===== src/rtl/mux_scan_pkg.sv =====
// Shared types and constants for the mux scan controller: FSM states, mode step encoding,
// select wrap point and the default settle length.
package mux_scan_pkg;

  typedef enum logic {
    StSettle = 1'b0,
    StRun    = 1'b1
  } state_e;

  // {mode_fsk, mode_psk}
  typedef enum logic [1:0] {
    ModeF2P2 = 2'b00,
    ModeF2P4 = 2'b01,
    ModeF4P2 = 2'b10,
    ModeF4P4 = 2'b11
  } mode_e;

  localparam logic [2:0]  SEL_LAST       = 3'd7;
  localparam int unsigned SETTLE_CYC_DEF = 3;

  function automatic mode_e mode_step(mode_e m);
    mode_e r;
    unique case (m)
      ModeF2P2: r = ModeF2P4;
      ModeF2P4: r = ModeF4P2;
      ModeF4P2: r = ModeF4P4;
      ModeF4P4: r = ModeF2P2;
    endcase
    return r;
  endfunction

  function automatic logic [2:0] sel_step(logic [2:0] s);
    return (s == SEL_LAST) ? 3'd0 : s + 3'd1;
  endfunction

endpackage


===== src/rtl/btn_debounce.sv =====
// Two-flop synchroniser, optional debounce and registered rising-edge pulse for one raw input.
// Debounce is built only when MUX_SCAN_CTRL_DEBOUNCE_EN is defined.
module btn_debounce #(
  parameter logic [19:0] DEB_CYCLES = 20'd1_000_000
) (
  input  logic clk,
  input  logic rst_n,
  input  logic btn_raw,
  output logic rise
);

  logic [1:0] sync_q;
  logic       level;
  logic       prev_q;
  logic       rise_q;

  if (DEB_CYCLES == 20'd0) begin : g_deb_cycles_zero
    $error("DEB_CYCLES must be nonzero");
  end

  always_ff @(posedge clk or negedge rst_n) begin
    if (!rst_n) begin
      sync_q <= '0;
    end else begin
      sync_q <= {sync_q[0], btn_raw};
    end
  end

`ifdef MUX_SCAN_CTRL_DEBOUNCE_EN
  logic [19:0] deb_cnt_q;
  logic        level_q;

  // Accept the new level only after DEB_CYCLES consecutive differing samples
  always_ff @(posedge clk or negedge rst_n) begin
    if (!rst_n) begin
      deb_cnt_q <= '0;
      level_q   <= 1'b0;
    end else if (sync_q[1] == level_q) begin
      deb_cnt_q <= '0;
    end else if (deb_cnt_q == DEB_CYCLES - 20'd1) begin
      deb_cnt_q <= '0;
      level_q   <= sync_q[1];
    end else begin
      deb_cnt_q <= deb_cnt_q + 20'd1;
    end
  end

  assign level = level_q;
`else
  assign level = sync_q[1];
`endif

  always_ff @(posedge clk or negedge rst_n) begin
    if (!rst_n) begin
      prev_q <= 1'b0;
      rise_q <= 1'b0;
    end else begin
      prev_q <= level;
      rise_q <= level & ~prev_q;
    end
  end

  assign rise = rise_q;

endmodule


===== src/rtl/mux_scan_ctrl.sv =====
// Channel-pair select / modulation-order controller with settle blanking, auto-scan dwell
// and DAC load strobe. Optional button debounce via MUX_SCAN_CTRL_DEBOUNCE_EN.
module mux_scan_ctrl
  import mux_scan_pkg::*;
#(
  parameter logic [19:0] DEB_CYCLES = 20'd1_000_000,
  parameter int unsigned SETTLE_CYC = SETTLE_CYC_DEF
) (
  input  logic        clk,
  input  logic        rst_n,
  input  logic        btn_next,
  input  logic        btn_mode,
  input  logic        sw_auto,
  input  logic [31:0] dwell_cycles,
  input  logic        dac_ready,
  output logic [2:0]  sel,
  output logic        mode_fsk,
  output logic        mode_psk,
  output logic        dac_load,
  output logic        busy_settle
);

  localparam int unsigned         SettleW    = (SETTLE_CYC > 1) ? $clog2(SETTLE_CYC) : 1;
  localparam logic [SettleW-1:0]  SettleLast = SettleW'(SETTLE_CYC - 1);

  state_e             state_q, state_d;
  logic [SettleW-1:0] settle_cnt_q, settle_cnt_d;
  logic [2:0]         sel_q, sel_d;
  mode_e              mode_q, mode_d;
  logic [31:0]        dwell_cnt_q, dwell_cnt_d;
  logic               dac_load_q, dac_load_d;
  logic               busy_q, busy_d;
  logic [1:0]         sw_sync_q;
  logic [1:0]         mode_bits;

  logic next_btn, mode_btn, auto_ev, next_ev, change;

  btn_debounce #(
    .DEB_CYCLES (DEB_CYCLES)
  ) u_next_btn (
    .clk     (clk),
    .rst_n   (rst_n),
    .btn_raw (btn_next),
    .rise    (next_btn)
  );

  btn_debounce #(
    .DEB_CYCLES (DEB_CYCLES)
  ) u_mode_btn (
    .clk     (clk),
    .rst_n   (rst_n),
    .btn_raw (btn_mode),
    .rise    (mode_btn)
  );

  always_ff @(posedge clk or negedge rst_n) begin
    if (!rst_n) begin
      sw_sync_q <= '0;
    end else begin
      sw_sync_q <= {sw_sync_q[0], sw_auto};
    end
  end

  // A simultaneous button and auto event still advance sel only once
  assign auto_ev = (state_q == StRun) & sw_sync_q[1] & (dwell_cycles != 32'd0) &
                   (dwell_cnt_q == dwell_cycles - 32'd1);
  assign next_ev = next_btn | auto_ev;
  assign change  = next_ev | mode_btn;

  always_ff @(posedge clk or negedge rst_n) begin
    if (!rst_n) begin
      state_q      <= StSettle;
      settle_cnt_q <= '0;
      sel_q        <= 3'd0;
      mode_q       <= ModeF2P2;
      dwell_cnt_q  <= '0;
      dac_load_q   <= 1'b0;
      busy_q       <= 1'b1;
    end else begin
      state_q      <= state_d;
      settle_cnt_q <= settle_cnt_d;
      sel_q        <= sel_d;
      mode_q       <= mode_d;
      dwell_cnt_q  <= dwell_cnt_d;
      dac_load_q   <= dac_load_d;
      busy_q       <= busy_d;
    end
  end

  always_comb begin
    state_d      = state_q;
    settle_cnt_d = settle_cnt_q;
    if (change) begin
      state_d      = StSettle;
      settle_cnt_d = '0;
    end else if (state_q == StSettle) begin
      if (settle_cnt_q == SettleLast) begin
        state_d      = StRun;
        settle_cnt_d = '0;
      end else begin
        settle_cnt_d = settle_cnt_q + SettleW'(1);
      end
    end
  end

  always_comb begin
    sel_d       = next_ev  ? sel_step(sel_q)   : sel_q;
    mode_d      = mode_btn ? mode_step(mode_q) : mode_q;
    dwell_cnt_d = dwell_cnt_q;
    if (change || !sw_sync_q[1]) begin
      dwell_cnt_d = '0;
    end else if (state_q == StRun) begin
      dwell_cnt_d = dwell_cnt_q + 32'd1;
    end
    dac_load_d  = (state_q == StRun) & dac_ready & ~change;
    busy_d      = (state_d == StSettle);
  end

  assign mode_bits   = mode_q;
  assign sel         = sel_q;
  assign mode_fsk    = mode_bits[1];
  assign mode_psk    = mode_bits[0];
  assign dac_load    = dac_load_q;
  assign busy_settle = busy_q;

endmodule


===== config.mk =====
export PLATFORM = sky130hd
export DESIGN_NAME = mux_scan_ctrl
export DESIGN_NICKNAME = d
export VERILOG_FILES = /design/src/rtl/mux_scan_pkg.sv /design/src/rtl/btn_debounce.sv /design/src/rtl/mux_scan_ctrl.sv
export SDC_FILE = /design/constraint.sdc
export NUM_CORES = 1
export LEC_CHECK = 0
export ABC_AREA = 1
export CAP_MARGIN = 40
export CORE_MARGIN = 2
export CORE_UTILIZATION = 64
export CTS_BUF_LIST = sky130_fd_sc_hd__clkbuf_4 sky130_fd_sc_hd__clkbuf_8
export DETAILED_ROUTE_END_ITERATION = 7
export HOLD_SLACK_MARGIN = 0.06
export MAX_ROUTING_LAYER = met4
export PLACE_DENSITY = 0.95
export SLEW_MARGIN = 20
export SYNTH_ARGS = -nofsm -noshare
export SYNTH_HDL_FRONTEND = slang
export SYNTH_SLANG_ARGS = --single-unit

===== constraint.sdc =====
create_clock -name clk -period 5.6 [get_ports clk]
set_input_delay 1.12 -clock clk [delete_from_list [all_inputs] [get_ports clk]]
set_output_delay 1.12 -clock clk [all_outputs]
set_load 0.03 [all_outputs]

* After elaboration in Yosys (flattened, before gate mapping)
Index checks and enable logic that the tools add are counted.
** Cells by class
- $add $sub $neg :: 4
- Bitwise operators :: 13
- Muxes and demuxes :: 10
- Shift operators :: 0
- Div/mod/pow operators :: 0
- Reduce and logical (&&, ||, !) cells :: 5
- Order comparisons :: 0
- Equality and inequality tests :: 7
- Multiply operators :: 0
** Operator list (count)
- $mux W32 :: 2
- $add A32 B1 Y32 const B :: 1
- $eq A32 B32 Y1 :: 1
- $reduce_bool A32 Y1 :: 1
- $sub A32 B1 Y32 const B :: 1
- $pmux W2 S4 :: 1
- $and A1 B1 Y1 :: 7
- $eq A2 B2 Y1 const B :: 3
- $mux W2 :: 3
- $not A1 Y1 :: 4
- $add A3 B1 Y3 const B :: 1
- $eq A3 B3 Y1 const B :: 1
- $mux W1 :: 3
- $mux W3 :: 1
- $add A2 B1 Y2 const B :: 1
- $eq A2 B1 Y1 const B :: 1
- $logic_not A2 Y1 :: 1
- $ne A2 B1 Y1 const B :: 1
- $or A1 B1 Y1 :: 2
- $reduce_bool A2 Y1 :: 1
- $logic_not A1 Y1 :: 1
- $logic_or A1 B1 Y1 :: 1
** Word-level totals
- Latch bits :: 0
- Memories :: 0
- Word-level logic and storage cells :: 53
- Input bits :: 38
- RAM bits :: 0
- Bits in read-only memories :: 0
- Output and inout bits :: 7
- Bits in registers :: 52

* Longest topological paths before layout
- Depth in word-level cells :: 7
- Gate-level depth with buffers :: 20
- Depth with buffers taken out :: 19

* Modules after synthesis
From an unflattened synthesis, not the netlist that was laid out.
** Unflattened totals
- Cell total of the unflattened synthesis :: 593
- Area, all modules :: 3958.8 um^2
** Modules (own cells, without submodules)
- mux_scan_ctrl :: instances 1, cells an instance 581, seq. area each 1102.3 um^2, area an instance 3738.6 um^2
- btn_debounce :: instances 2, cells an instance 6, seq. area each 100.1 um^2, area an instance 110.1 um^2

* Least setup slack after synthesis
OpenSTA, ideal clock, no wires.
- Path kind :: input to register
- From :: in dwell_cycles[0]
- To :: reg dwell_cnt_q[30]
- Path buffers :: 1
- Data required time :: 5.481 ns
- Arrival :: 2.824 ns
- Library setup time :: 0.119 ns
- Setup slack :: 2.658 ns
- Stages on the path :: 18
- Path through :: inv_1 ha_1 nand2_2 nor2_8 nand2_2 nor2_1 nand2_1 nand3_1 nand2_1 nor2_1 nand2_1 nor2_1 nand3_2 nand3_4 inv_4 nand2_8 buf_8 nor2_2
** Between the ends
- Cells in the longest elaborated chain, start to end :: 7
- Elaborated cells between the ends (all ways) :: 10
- Those cells by class :: add/sub: 1; eq/ne: 1; mux: 1; bitwise: 4; reduce/logical: 3
** Ends and longest elaborated chain
- from (decl) :: RTL line mux_scan_ctrl.sv:14 : input logic [31:0] dwell_cycles,
- $sub A32 B1 Y32 / $reduce_bool A32 Y1 (equally long branches) :: RTL line mux_scan_ctrl.sv:66, mux_scan_ctrl.sv:65
- $eq A32 B32 Y1 / $and A1 B1 Y1 (equally long branches) :: RTL line mux_scan_ctrl.sv:66, mux_scan_ctrl.sv:65
- $and A1 B1 Y1 (*) :: RTL line mux_scan_ctrl.sv:65 : assign auto_ev = (state_q == StRun) & sw_sync_q[1] & (dwell_cycles != 32'd0) &
- $or A1 B1 Y1 (*) :: RTL line mux_scan_ctrl.sv:67 : assign next_ev = next_btn | auto_ev;
- $or A1 B1 Y1 (*) :: RTL line mux_scan_ctrl.sv:68 : assign change = next_ev | mode_btn;
- $logic_or A1 B1 Y1 (*) :: RTL line mux_scan_ctrl.sv:110 : if (change || !sw_sync_q[1]) begin
- $mux W32 / $reduce_bool A2 Y1 (equally long branches)
- to (signal assigned) :: RTL line mux_scan_ctrl.sv:84 : dwell_cnt_q <= dwell_cnt_d;
- to (decl) :: RTL line mux_scan_ctrl.sv:30 : logic [31:0] dwell_cnt_q, dwell_cnt_d;
Every way passes the cells marked *; elsewhere a longest branch is shown, timed or not.
A chain may end at the register's enable or synchronous reset.

* Final worst setup path
- From :: in dwell_cycles[0]
- To :: reg dwell_cnt_q[15]
The elaborated chain is that of the path after synthesis.

==> flow_summary.ini <==
[sta]
grt_setup_unrepaired = false
slew_viol_final = 0
setup_viol = 0
fin_setup_tns_ns = 0
period_minus_slack_ns = 3.487
period_share_pct = 62.26
holdWs_ns = 0.3626
slew_headroom_pct = 70.59
worstMarginPinSlew_ns = 0.4412
hold_viol = 0
clock.fmax_mhz = 286.8
clock_skew_ns = 0.01145

[worst_hold_path]
hold_class = register to register

[detailed_routing]
drt-vias-per-instance = 5.521
vias = 4069
post-route-drc-count = 0
wl_um = 10660
drt_pre_antenna_iters = 5
drtAntennaViolNets = 0
wl_per_cell_um = 14.46
drt_iter0_markers = 243

[pwr]
ir_drop_v = 0.0002970
p_leak_uw = 0.002218
power.density_nw_per_um2 = 206.5

[worst_setup_path]
critPathMaxStageDelay_ns = 0.44
cpMaxStageDelayCell = clkdlybuf4s50_1
cp-end-kind = register
worstSetupStartpointType = primary input
crit_chain = clkdlybuf4s50_1 > inv_1 > ha_1 > nand2_2 > nor2_8 > nand2_2 > nor2_1 > nand2_1 > nand3_1 > nand2_1 > nor2_1 > nand2_1 > nor2_1 > nand3_2 > nand3_4 > inv_4 > nand2_8 > nor2_2
cp.arrival_ns = 3.68
crit_required_ns = 5.80
crit_type = primary input to register
critPathBufInv = 3
crit_fanout = 30
cp_top_family = simple AND/OR/NAND/NOR gates

[yosys]
synthTopCellsByArea = dfrtp_1, nand2_1, inv_1
synth_warnings = 0
synthesis.instances = 612
synthFlopType = dfrtp_1
synth_top_area_share_pct = 30.95
yosys.area.top_type = dfrtp_1
synth.most_common_cell = nand2_1
ys_ff_latch = 52
synthesis.area_um2 = 4124
synth_common_cells = nand2_1, inv_1, nor2_1, dfrtp_1, nand3_1
avgSynthCellArea_um2 = 6.738
yosys.cell_types.count = 38
syn-num-nets = 657
synth_edf_count = 0
synth_async_sr_flop_share_pct = 100.0
ys_seq_area_share_pct = 31.58

[floorplanning]
row_count = 29
die_w_um = 84.27
dieArea_um2 = 7101
core-area_um2 = 6277
start_util_pct = 65.70
die_height_um = 84.27
pin_count = 45

[cells_and_area]
register_area_um2 = 1303
multiInputGateArea_um2 = 2431
filler_cell_count = 489
final_util_pct = 75.64
drive_gt1_share_pct = 10.76
final_nets = 704
areaGrowthSynthToFinish_pct = 15.14
antennaDiodeCount = 0

[grt]
track_usage_pct = 32.10
grt_max_degree = 35
grt_overflow = 0
antenna_found_initial = 0
first_global_vias = 3936
grt_pass1_wl_um = 17770

[clock_tree]
cts_setup_buffers = 0
cts_tree = done
cts_root_buf = clkbuf_8
clkTransAtPathRegs_ns = 0.09
cts_hold_buf = 0
cts_htree_levels = 2
clock_latency_ns = 0.32
clock_path_buffers = 2
cts_buffers = 5
cts_resized = 0
clock_sinks = 52

[run_status]
status = completed

[placed_design]
gp_congestion = 0.9968
place_hpwl_um = 8522
portBuffers = 44

[flow_run]
cap_violations = 0
-- cell families (layout without fill, tap and decap cells) --
kind of cell | count (synthesis) | after routing | share of synthesized area (%)
buf+inv | 94 | 142 | 9.466
xor+xnor | 46 | 46 | 9.770
simple gates | 390 | 390 | 43.78
compound gates | 23 | 23 | 3.277
flops | 52 | 52 | 31.58
fa+ha+maj | 7 | 7 | 2.124
-- metrics by stage --
stage | cell area [um2] | power, uW | worst slack [ns] | cells
finish | 4748 | 980.5 | 2.113 | 737
floorplan | 4124 | 590.4 | 2.658 | 612
CTS | 4748 | 982.2 | 2.126 | 737
global route | 4748 | 1023 | 1.874 | 737
global placement | 4602 | 687.1 | 1.844 | 728
detailed placement | 4622 | 703.8 | 1.791 | 729
-- worst paths after layout --
| check | from | endpoint | slack [ns] | cells after the start |
|---|---|---|---|---|
| setup / recovery | dwell_cycles[0] | dwell_cnt_q[15] | 2.11 | 18 |
| hold reg to reg | sw_sync_q[0] | sw_sync_q[1] | 0.36 | 0 |
| setup reg to reg | state_q | dwell_cnt_q[15] | 3.13 | 15 |
| max in group asynchronous | rst_n | busy_settle | 4.28 | 2 |
| hold / removal | sw_sync_q[0] | sw_sync_q[1] | 0.36 | 0 |
| min in group asynchronous | rst_n | dwell_cnt_q[2] | 0.74 | 1 |
-- final cells by class --
| class | instances | area share [%] |
|---|---|---|
| clock buffers | 7 | 2.029 |
| clock inverters | 1 | 0.6324 |
| inverters | 89 | 7.088 |
| multi-input cells | 466 | 51.20 |
| flip-flops and latches | 52 | 27.43 |
| well taps | 77 | 2.029 |
| repair buffers | 45 | 9.592 |
-- power breakdown --
| group | switching (uW) | leakage, uW | internal [uW] | total, uW |
|---|---|---|---|---|
| combinational | 152 | 0.00146 | 103 | 255 |
| clock | 124 | 0.0000645 | 158 | 282 |
| sequential | 35.0 | 0.000691 | 408 | 443 |
| total | 311 | 0.00222 | 669 | 980 |
-- layer usage --
metal | vias up | global-route usage [%] | wire length (um)
met2 | 158 | 52.09 | 5020
met4 | 0 | 14.66 | 461
met3 | 40 | 3.835 | 643
li1 | 1989 | - | -
met1 | 1882 | 40.32 | 4534
met5 | - | - | 0
-- cell usage in the layout, fill, tap and decap left out, drive strengths merged --
master,Yosys,routed
nand2,181,181
nor2,123,123
inv,89,89
dfrtp,51,51
nand3,48,48
clkdlybuf4s50,0,43
xor2,34,34
nor3,13,13
o21ai,13,13
xnor2,12,12
nand4,11,11
ha,7,7
clkbuf,1,7
nand3b,6,6
nor4,5,5
a21oi,5,5
o21bai,2,2
or2,2,2
buf,4,2
o22ai,1,1
a31o,1,1
o21a,1,1
nor3b,1,1
dfstp,1,1
bufinv,0,1
-- registers in the layout, indices dropped and copies added (netlist names) --
name               cells
u_next_btn.rise        1
mode_bits              2
u_next_btn.sync_q      2
u_mode_btn.prev_q      1
sel                    3
dwell_cnt_q           32
state_q                1
dac_load               1
sw_sync_q              2
u_mode_btn.sync_q      2
settle_cnt_q           2
u_mode_btn.rise        1
u_next_btn.prev_q      1
busy_settle            1
No activity file was read; power rests on OpenSTA's default activity.
